## config.mk

```make
export PLATFORM = sky130hd
export DESIGN_NAME = fft_peak_ctrl_flat
export DESIGN_NICKNAME = d
export VERILOG_FILES = /design/src/rtl/fft_peak_pkg.sv /design/src/rtl/fft_peak_ctrl_if.sv /design/src/rtl/fft_peak_tracker.sv /design/src/rtl/fft_peak_ctrl.sv /design/src/flat_wrapper.sv
export SDC_FILE = /design/constraint.sdc
export NUM_CORES = 1
export LEC_CHECK = 0
export ABC_AREA = 1
export CORE_UTILIZATION = 54
export DETAILED_ROUTE_END_ITERATION = 7
export PLACE_DENSITY = 0.76
export SLEW_MARGIN = 0
export SYNTH_ARGS = -nofsm -noshare
export SYNTH_HDL_FRONTEND = slang
export SYNTH_HIERARCHICAL = 1
export SYNTH_SLANG_ARGS = --single-unit
```

## constraint.sdc

```tcl
create_clock -name Clk -period 2.3 [get_ports Clk]
set_input_delay 0.46 -clock Clk [delete_from_list [all_inputs] [get_ports Clk]]
set_output_delay 0.46 -clock Clk [all_outputs]
set_load 0.05 [all_outputs]
```

## src/rtl/fft_peak_pkg.sv

```systemverilog
// Shared state encoding, widths and reset constants for the FFT peak sequencer.
package fft_peak_pkg;

    localparam int ADDR_W = 8;
    localparam int MAG_W  = 16;

    typedef enum logic [2:0] {
        ST_IDLE,
        ST_START,
        ST_WAIT_FFT,
        ST_SCAN,
        ST_DRAIN,
        ST_HOLD
    } state_t;

    localparam state_t             RST_STATE = ST_IDLE;
    localparam logic [ADDR_W-1:0]  RST_BIN   = '0;
    localparam logic [MAG_W-1:0]   RST_MAG   = '0;

endpackage

```

## src/rtl/fft_peak_ctrl_if.sv

```systemverilog
// Signal bundle between the peak sequencer, the fft_sm core and the pitch/display consumer.
interface fft_peak_ctrl_if;
    import fft_peak_pkg::*;

    logic              Go;
    logic              FftStart;
    logic              FftDone;
    logic              FftReady;
    logic [ADDR_W-1:0] Inspect;
    logic [MAG_W-1:0]  Result;
    logic [ADDR_W-1:0] PeakBin;
    logic [MAG_W-1:0]  PeakMag;
    logic              PeakValid;
    logic              Ack;
    logic              Busy;
    logic              Err;

    modport master (
        input  Go, FftDone, FftReady, Result, Ack,
        output FftStart, Inspect, PeakBin, PeakMag, PeakValid, Busy, Err
    );

    modport slave (
        output Go, FftDone, FftReady, Result, Ack,
        input  FftStart, Inspect, PeakBin, PeakMag, PeakValid, Busy, Err
    );

endinterface

```

## src/rtl/fft_peak_tracker.sv

```systemverilog
// Peak tracker: delays each scan address by the read latency, keeps the running maximum,
// and restores the last committed peak when a measurement is abandoned.
module fft_peak_tracker
    import fft_peak_pkg::*;
#(
    parameter int READ_LAT = 1
) (
    input  logic              clk,
    input  logic              rst,
    input  logic              req_valid,
    input  logic              req_first,
    input  logic [ADDR_W-1:0] req_addr,
    input  logic [MAG_W-1:0]  result,
    input  logic              flush,
    input  logic              commit,
    output logic [ADDR_W-1:0] peak_bin,
    output logic [MAG_W-1:0]  peak_mag
);

    logic              cur_valid;
    logic              cur_first;
    logic [ADDR_W-1:0] cur_addr;
    logic [ADDR_W-1:0] shadow_bin;
    logic [MAG_W-1:0]  shadow_mag;

    generate
        if (READ_LAT == 0) begin : g_direct
            assign cur_valid = req_valid;
            assign cur_first = req_first;
            assign cur_addr  = req_addr;
        end else begin : g_tags
            logic [READ_LAT-1:0] vld_pipe;
            logic [READ_LAT-1:0] first_pipe;
            logic [ADDR_W-1:0]   addr_pipe [READ_LAT];

            always_ff @(posedge clk) begin
                if (rst || flush) begin
                    vld_pipe   <= '0;
                    first_pipe <= '0;
                end else begin
                    vld_pipe[0]   <= req_valid;
                    first_pipe[0] <= req_first;
                    for (int i = 1; i < READ_LAT; i++) begin
                        vld_pipe[i]   <= vld_pipe[i-1];
                        first_pipe[i] <= first_pipe[i-1];
                    end
                end
            end

            always_ff @(posedge clk) begin
                addr_pipe[0] <= req_addr;
                for (int i = 1; i < READ_LAT; i++) begin
                    addr_pipe[i] <= addr_pipe[i-1];
                end
            end

            assign cur_valid = vld_pipe[READ_LAT-1];
            assign cur_first = first_pipe[READ_LAT-1];
            assign cur_addr  = addr_pipe[READ_LAT-1];
        end
    endgenerate

    // Strict compare keeps the lowest bin on ties; an abort wins over any in-flight update.
    always_ff @(posedge clk) begin
        if (rst) begin
            peak_bin   <= RST_BIN;
            peak_mag   <= RST_MAG;
            shadow_bin <= RST_BIN;
            shadow_mag <= RST_MAG;
        end else if (flush) begin
            peak_bin <= shadow_bin;
            peak_mag <= shadow_mag;
        end else begin
            if (cur_valid && (cur_first || (result > peak_mag))) begin
                peak_bin <= cur_addr;
                peak_mag <= result;
            end
            if (commit) begin
                shadow_bin <= peak_bin;
                shadow_mag <= peak_mag;
            end
        end
    end

endmodule

```

## src/rtl/fft_peak_ctrl.sv

```systemverilog
// Sequencer over fft_sm: start one FFT, sweep the bins, report the peak via Valid/Ack.
// Define FFT_PEAK_AUTORUN_EN for free-running measurements with a one-cycle PeakValid pulse.
module fft_peak_ctrl
    import fft_peak_pkg::*;
#(
    parameter int NBINS    = 128,
    parameter int SKIP_DC  = 1,
    parameter int READ_LAT = 1,
    parameter int TIMEOUT  = 4096
) (
    input  logic           Clk,
    input  logic           Reset,
    fft_peak_ctrl_if.master bus
);

    state_t            state, state_next;
    logic [ADDR_W-1:0] addr, addr_next;
    logic [31:0]       tcnt, tcnt_next;
    logic [1:0]        dcnt, dcnt_next;
    logic              err_q, err_next;
    logic              abort;
    logic [ADDR_W-1:0] peak_bin;
    logic [MAG_W-1:0]  peak_mag;

    always_ff @(posedge Clk) begin
        if (Reset) begin
            state <= RST_STATE;
            addr  <= '0;
            tcnt  <= '0;
            dcnt  <= '0;
            err_q <= 1'b0;
        end else begin
            state <= state_next;
            addr  <= addr_next;
            tcnt  <= tcnt_next;
            dcnt  <= dcnt_next;
            err_q <= err_next;
        end
    end

    always_comb begin
        state_next = state;
        addr_next  = addr;
        tcnt_next  = tcnt;
        dcnt_next  = dcnt;
        err_next   = 1'b0;
        abort      = 1'b0;
        case (state)
            ST_IDLE: begin
`ifdef FFT_PEAK_AUTORUN_EN
                state_next = ST_START;
`else
                if (bus.Go) state_next = ST_START;
`endif
            end
            ST_START: begin
                tcnt_next  = '0;
                state_next = ST_WAIT_FFT;
            end
            ST_WAIT_FFT: begin
                if (bus.FftDone && bus.FftReady) begin
                    addr_next  = ADDR_W'(SKIP_DC);
                    state_next = ST_SCAN;
                end else if (tcnt == 32'(TIMEOUT - 1)) begin
                    err_next   = 1'b1;
                    state_next = ST_IDLE;
                end else begin
                    tcnt_next = tcnt + 32'd1;
                end
            end
            ST_SCAN: begin
                if (!bus.FftReady) begin
                    abort      = 1'b1;
                    err_next   = 1'b1;
                    state_next = ST_IDLE;
                end else if (addr == ADDR_W'(NBINS - 1)) begin
                    dcnt_next  = '0;
                    state_next = (READ_LAT == 0) ? ST_HOLD : ST_DRAIN;
                end else begin
                    addr_next = addr + ADDR_W'(1);
                end
            end
            // Address stays on the last bin while the final reads return.
            ST_DRAIN: begin
                if (!bus.FftReady) begin
                    abort      = 1'b1;
                    err_next   = 1'b1;
                    state_next = ST_IDLE;
                end else if (dcnt == 2'(READ_LAT - 1)) begin
                    state_next = ST_HOLD;
                end else begin
                    dcnt_next = dcnt + 2'd1;
                end
            end
            ST_HOLD: begin
`ifdef FFT_PEAK_AUTORUN_EN
                state_next = ST_START;
`else
                if (bus.Ack) state_next = ST_IDLE;
`endif
            end
            default: state_next = ST_IDLE;
        endcase
    end

    fft_peak_tracker #(
        .READ_LAT (READ_LAT)
    ) u_tracker (
        .clk       (Clk),
        .rst       (Reset),
        .req_valid (state == ST_SCAN),
        .req_first (addr == ADDR_W'(SKIP_DC)),
        .req_addr  (addr),
        .result    (bus.Result),
        .flush     (abort),
        .commit    (state == ST_HOLD),
        .peak_bin  (peak_bin),
        .peak_mag  (peak_mag)
    );

    assign bus.FftStart  = (state == ST_START);
    assign bus.Inspect   = ((state == ST_SCAN) || (state == ST_DRAIN)) ? addr : '0;
    assign bus.PeakBin   = peak_bin;
    assign bus.PeakMag   = peak_mag;
    assign bus.PeakValid = (state == ST_HOLD);
    assign bus.Busy      = (state != ST_IDLE);
    assign bus.Err       = err_q;

endmodule

```

## src/flat_wrapper.sv

```systemverilog
// flat-port wrapper written by rule: the top's interface ports become plain ports
module fft_peak_ctrl_flat import fft_peak_pkg::*;
#(
    parameter int NBINS    = 128,
    parameter int SKIP_DC  = 1,
    parameter int READ_LAT = 1,
    parameter int TIMEOUT  = 4096
)
  (Clk, Reset, bus_Go, bus_FftDone, bus_FftReady, bus_Result, bus_Ack, bus_FftStart, bus_Inspect, bus_PeakBin, bus_PeakMag, bus_PeakValid, bus_Busy, bus_Err);
  fft_peak_ctrl_if bus_i ();
  input  logic Clk;
  input  logic Reset;
  input wire logic [$bits(bus_i.Go)-1:0] bus_Go;
  input wire logic [$bits(bus_i.FftDone)-1:0] bus_FftDone;
  input wire logic [$bits(bus_i.FftReady)-1:0] bus_FftReady;
  input wire logic [$bits(bus_i.Result)-1:0] bus_Result;
  input wire logic [$bits(bus_i.Ack)-1:0] bus_Ack;
  output wire logic [$bits(bus_i.FftStart)-1:0] bus_FftStart;
  output wire logic [$bits(bus_i.Inspect)-1:0] bus_Inspect;
  output wire logic [$bits(bus_i.PeakBin)-1:0] bus_PeakBin;
  output wire logic [$bits(bus_i.PeakMag)-1:0] bus_PeakMag;
  output wire logic [$bits(bus_i.PeakValid)-1:0] bus_PeakValid;
  output wire logic [$bits(bus_i.Busy)-1:0] bus_Busy;
  output wire logic [$bits(bus_i.Err)-1:0] bus_Err;
  assign bus_i.Go = bus_Go;
  assign bus_i.FftDone = bus_FftDone;
  assign bus_i.FftReady = bus_FftReady;
  assign bus_i.Result = bus_Result;
  assign bus_i.Ack = bus_Ack;
  assign bus_FftStart = bus_i.FftStart;
  assign bus_Inspect = bus_i.Inspect;
  assign bus_PeakBin = bus_i.PeakBin;
  assign bus_PeakMag = bus_i.PeakMag;
  assign bus_PeakValid = bus_i.PeakValid;
  assign bus_Busy = bus_i.Busy;
  assign bus_Err = bus_i.Err;
  fft_peak_ctrl #(.NBINS(NBINS), .SKIP_DC(SKIP_DC), .READ_LAT(READ_LAT), .TIMEOUT(TIMEOUT)) u_core (.Clk(Clk), .Reset(Reset), .bus(bus_i));
endmodule
```

; ---- Word level (Yosys, flattened, before mapping)
; Memory sizes are Yosys's and may differ from the RTL's.
; Index checks and enable logic that the tools add are counted.
[totals]
regBits = 96
ramBits = 8
output_inout_bits = 36
mem_count = 1
[classes]
addsub = 3
n_lt_le_gt_ge = 1
eq_ne = 21
n_mux = 31
n_bitwise = 1
n_reduce_logical = 18
[memory_table]
columns = name, words, word_bits, read_ports, rd_ports_with_merged_regs, write_ports, line_no
row1 = u_core.u_tracker.g_tags.addr_pipe, 1, 8, 1, 0, 1, fft_peak_tracker.sv:34  ; logic [ADDR_W-1:0] addr_pipe [READ_LAT];
[ops]
columns = operator, count
row1 = $mux W32, 2
row2 = $pmux W32 S2, 1
row3 = $mux W8, 6
row4 = $add A32 B1 Y32 const B, 1
row5 = $eq A32 B12 Y1 const B, 1
row6 = $mux W16, 2
row7 = $mux W3, 8
row8 = $pmux W3 S6, 1
row9 = $gt A16 B16 Y1, 1
row10 = $ne A2 B2 Y1 const B, 8
row11 = $pmux W8 S2, 1
row12 = $reduce_and A5 Y1, 2
row13 = $add A8 B1 Y8 const B, 1
row14 = $eq A8 B1 Y1 const B, 1
row15 = $eq A8 B7 Y1 const B, 1
row16 = $mux W2, 4
row17 = $reduce_bool A2 Y1, 4
row18 = $eq A3 B2 Y1 const B, 2
row19 = $eq A3 B3 Y1 const B, 2
row20 = $ne A3 B2 Y1 const B, 2
row21 = $mux W1, 4
row22 = $ne A2 B1 Y1 const B, 2
row23 = $pmux W2 S2, 1
row24 = $reduce_and A4 Y1, 1
row25 = 13 further kinds, 16

; ---- Depth between registers and ports, before layout
[logic_depth]
ltp_word = 5
ltp_mapped = 18
mapped_depth_nobuf = 17

; ---- By module
; Netlist, hierarchy kept.
[modules_own_cells]
columns = module, n_inst, cells_per_inst, area_each_um2, seq_area_each_um2
row1 = fft_peak_ctrl, 1, 550, 3284.4, 920.9
row2 = fft_peak_tracker, 1, 387, 2815.2, 1161.1

; ---- Worst setup path after synthesis
; Ideal clock, no wire load.
[synth_path]
path_type = register -> register
start = register u_core.u_tracker.peak_mag[15]
end = register u_core.u_tracker.peak_bin[0]
arrival_time_ns = 2.004
required_time_ns = 2.187
setup_slack_ns = 0.183
path_stages_with_launch = 14
n_path_buf = 2
synth_period_minus_slack_ns = 2.117
cell_sequence = dfxtp_1 inv_1 ha_1 nand2_1 nor3_2 nand2_1 nand2_1 nand2_1 nand2_1 nand2_2 buf_6 buf_12 a21oi_2 nor2_1
[synth_via]
elab_chain_len = 4
[synth_rtl]
columns = element, line_no
row1 = from (decl), fft_peak_tracker.sv:17  ; output logic [MAG_W-1:0] peak_mag
row2 = from (signal assigned), fft_peak_tracker.sv:72  ; peak_mag <= shadow_mag;
row3 = from (signal assigned), fft_peak_tracker.sv:76  ; peak_mag <= result;
row4 = $gt A16 B16 Y1, fft_peak_tracker.sv:74  ; if (cur_valid && (cur_first || (result > peak_mag))) begin
row5 = $logic_or A1 B1 Y1, fft_peak_tracker.sv:74
row6 = $logic_and A1 B1 Y1, fft_peak_tracker.sv:74
row7 = $reduce_bool A2 Y1 (no source line), --
row8 = to (signal assigned), fft_peak_tracker.sv:71  ; peak_bin <= shadow_bin;
row9 = to (signal assigned), fft_peak_tracker.sv:75  ; peak_bin <= cur_addr;
row10 = to (decl), fft_peak_tracker.sv:16  ; output logic [ADDR_W-1:0] peak_bin,
; No other way between the ends.
; A chain may end at the register's enable or synchronous reset.

; ---- Worst setup path after layout
[layout_path]
start = register u_core.state[0]
end = output bus_Busy
[layout_via]
elab_chain_len = 1
[layout_rtl]
columns = element, line_no
row1 = from (decl), fft_peak_ctrl.sv:16  ; state_t state, state_next;
row2 = from (signal assigned), fft_peak_ctrl.sv:33  ; state <= state_next;
row3 = $reduce_bool A3 Y1, fft_peak_ctrl.sv:126  ; assign bus.Busy = (state != ST_IDLE);
row4 = to (decl), flat_wrapper.sv:23  ; output wire logic [$bits(bus_i.Busy)-1:0] bus_Busy;
; No other way between the ends.

==> key figures <==
Worst hold path
  • Hold crit path type: reg -> reg
  • Hold depth: 0

Synth
  • Post-Syn Nets: 979
  • Synthesis Warnings: 6
  • Post-Synth Simple-Gate Area: 38.4%
  • Post-synth cell types: 33
  • Mux contribution to synthesized area: 0%
  • Xor and xnor area share after synthesis: 1.87%
  • Primary FF master, synth: dfxtp_1
  • Post-Syn Instances: 937
  • Async SR Flop Fraction: 0%
  • Fraction of the yosys area taken by sequential cells: 34.1%
  • Compound-cell area share of the yosys netlist: 11.9%
  • Post-synth EDFFs: 0
  • Seq cells post-synth: 104
  • Area share of fa/ha/maj cells after synthesis: 4.10%
  • Mapped cell area: 0.00610 sq mm
  • Main combinational cell family by area after synthesis: simple AND/OR/NAND/NOR gates
  • Average size of a mapped cell: 6.51 sq um

Cells and area
  • Area Growth Syn to Fin: 16.9%
  • Multi-input gate area: 0.00343 sq mm
  • Final non-filler cell total: 1127
  • ANT cells: 0
  • # fillers: 1007
  • Layout Nets: 1024
  • FF/Latch Area: 0.00208 sq mm
  • Share of layout cells above drive strength 1: 9.42%

GRT
  • Initial antenna violation count: 0
  • Gr usage total: 24.9%
  • Largest net degree at the start of global routing: 72
  • Grt total ovfl: 0
  • Vias in the first global route: 5056
  • First-pass GRT wire length: 23.5 mm

Routing
  • Vias: 5887
  • Drt drc: 0
  • ANT nets after route: 0
  • WL final: 14.0 mm
  • 1st-pass router iterations: 8
  • DR iter-0 viols: 443
  • WL per Instance: 12.4 um
  • Drt via density: 5.22

STA
  • Worst slew margin: 66.5%
  • Final setup vio count: 0
  • Clock Skews: 0.00627 ns
  • Fin Setup TNS: 0 ns
  • Slew Viols, Final: 0
  • Unrepaired setup endpoints after global routing: false
  • Worst slew pin tran: 0.501 ns
  • Fmax: 457 MHz
  • Period minus WS final: 2.19 ns
  • Final worst path period share: 95.2%
  • Final hold viol count: 0

Floorplan
  • Core area: 0.0109 sq mm
  • Die W: 108 um
  • Die Span Y: 108 um
  • Core Rows: 38
  • Die Area: 0.0117 sq mm
  • Starting density of the core: 55.8%
  • Io pins: 58

Critical path
  • Reg2reg path depth: 12
  • CP Class: reg -> out
  • CP Max Fanout: 4
  • Critical path launch point type: flop
  • Critical Path Sink Type: primary output
  • CP Data Arrival Time: 1.73 ns
  • WP data required: 1.84 ns

CTS
  • CTS tree: done
  • Post-CTS Setup Repair Bufs: 0
  • Longest Clk Path Bufs: 2
  • Clock sink count: 104
  • H-tree depth: 3
  • Num CTS Buffers: 9
  • Root buffer cell: clkbuf_16
  • PostCTS Resize Cnt: 0
  • Clock slew at reported path FFs: 0.07 ns
  • Worst-Skew Late Latency: 0.35 ns
  • CTS Hold Bufs: 0

Power
  • Combinational fraction of design power: 36.4%
  • Switching portion of total power: 39.2%
  • Switching Power: 2.11 mW
  • Pwr dens: 753 mW/mm^2
  • Register share of total power: 37.4%
  • Pwr Total: 5.37 mW
  • Cell Int Power: 3.27 mW
  • Total leakage power: 2.81 nW
  • Worst vdd ir: 1.01 mV
  • Clock Power Share: 26.2%

Placement
  • Hpwl dp: 9.61 mm
  • IO Port Bufs: 57
  • Post-placement cell count: 1111
  • GP Congestion: 0.903

Flow run
  • Max-Cap Viols: 0

Run status
  • Outcome: finished clean
## sequential cells by signal, indices dropped and copies added (netlist names)
signal                             flops
u_core/u_tracker/peak_bin              8
u_core/u_tracker/shadow_mag           16
u_core/u_tracker/cur_valid             1
u_core/u_tracker/g_tags.addr_pipe      8
u_core/dcnt                            2
u_core/tcnt                           32
u_core/bus.Err                         1
u_core/addr                            8
u_core/u_tracker/shadow_bin            8
u_core/u_tracker/cur_first             1
u_core/u_tracker/peak_mag             16
u_core/state                           3
## final cells by class
type	instances	area share [%]
timing repair buffer	75	12.2
sequential	104	29.2
inverter	82	4.32
tap	140	2.46
clock buffer	11	3.26
multi-input combinational	710	48.2
clock inverter	5	0.439
## critical path: stages (launching register included)
cell and delay [ns]:
dfxtp_1 0.35, inv_1 0.10, nand3_1 0.12, clkdlybuf4s50_1 0.81
## power by group through the flow
stage | Combinational [mW] | Clock (mW) | Sequential, mW
3_5_place_dp | 1.95 | 0 | 2.05
6_report | 1.95 | 1.41 | 2.01
2_1_floorplan | 1.25 | 0 | 2.33
5_1_grt | 2.14 | 1.52 | 2.02
3_3_place_gp | 1.92 | 0 | 2.05
4_1_cts | 1.96 | 1.45 | 2.01
## path summary, 6_finish.rpt
check	to	startpoint	slack, ns
worst min register to register	u_core/u_tracker/g_tags.addr_pipe[0][3]	u_core/addr[3]	0.40
worst max-delay path	bus_Busy	u_core/state[0]	0.11
worst max register to register	u_core/u_tracker/peak_mag[14]	u_core/u_tracker/peak_mag[11]	0.35
worst min-delay path	u_core/u_tracker/g_tags.addr_pipe[0][3]	u_core/addr[3]	0.40
## cells in the final DEF (no fill, tap or decap), types with 2 or more instances in the layout
cell,instances
buf_4,13
nand2_1,276
xor2_1,7
clkbuf_16,9
inv_1,79
xnor2_1,6
o21ai_0,29
nand3_2,2
inv_2,3
nand2_2,4
nor3b_1,6
nand4_1,5
nor2_4,4
dfxtp_1,104
ha_1,20
a21oi_1,75
clkdlybuf4s50_1,47
a21oi_2,22
buf_12,15
nor2_1,146
nand2_4,3
clkinv_2,3
nor2_2,9
nand3_1,85
clkbuf_1,2
nor3_1,3
## cell families (layout without fill, tap and decap cells)
family,Yosys count,after routing
simple gates,549,549
compound gates,128,128
buf+inv,123,173
flops,104,104
fa+ha+maj,20,20
xor+xnor,13,13
## Yosys cell counts (2+ instances only)
cell / count / area, sq um
buf_1: 4 / 15.0
inv_2: 3 / 11.3
nand2_2: 4 / 25.0
xor2_1: 7 / 61.3
nor3_1: 3 / 15.0
a21oi_2: 22 / 193
clkbuf_1: 18 / 67.6
inv_1: 79 / 297
nand2_1: 276 / 1040
buf_12: 5 / 100
nor3b_1: 6 / 45.0
nand4_1: 5 / 31.3
ha_1: 20 / 250
dfxtp_1: 104 / 2080
nor2_4: 4 / 45.0
buf_2: 10 / 50.1
o21ai_0: 29 / 145
nand3_2: 2 / 20.0
nand3_1: 85 / 425
nor2_1: 147 / 552
nor2_2: 8 / 50.1
nand2_4: 3 / 33.8
buf_6: 4 / 45.0
a21oi_1: 75 / 375
xnor2_1: 6 / 52.6
## per-layer routing
| layer | part of all wire, % | GRT usage (%) |
|---|---|---|
| met5 | 0 | 0 |
| met4 | 0.88 | 6.08 |
| met3 | 4.6 | 3.68 |
| met2 | 46 | 41.3 |
| met1 | 48 | 34.0 |
## metrics by stage
stage	util (%)	cell area, sq um	setup WS (ns)	hold WS, ns
finish	65.2	7130	0.110	0.399
global route	65.2	7130	0.0445	0.419
CTS	65.2	7130	0.0968	0.393
detailed placement	62.8	6870	-0.182	0.379
global placement	62.8	6870	-0.118	0.380
floorplan	-	6100	0.183	0.364
Power figures use the tool's default switching activity.
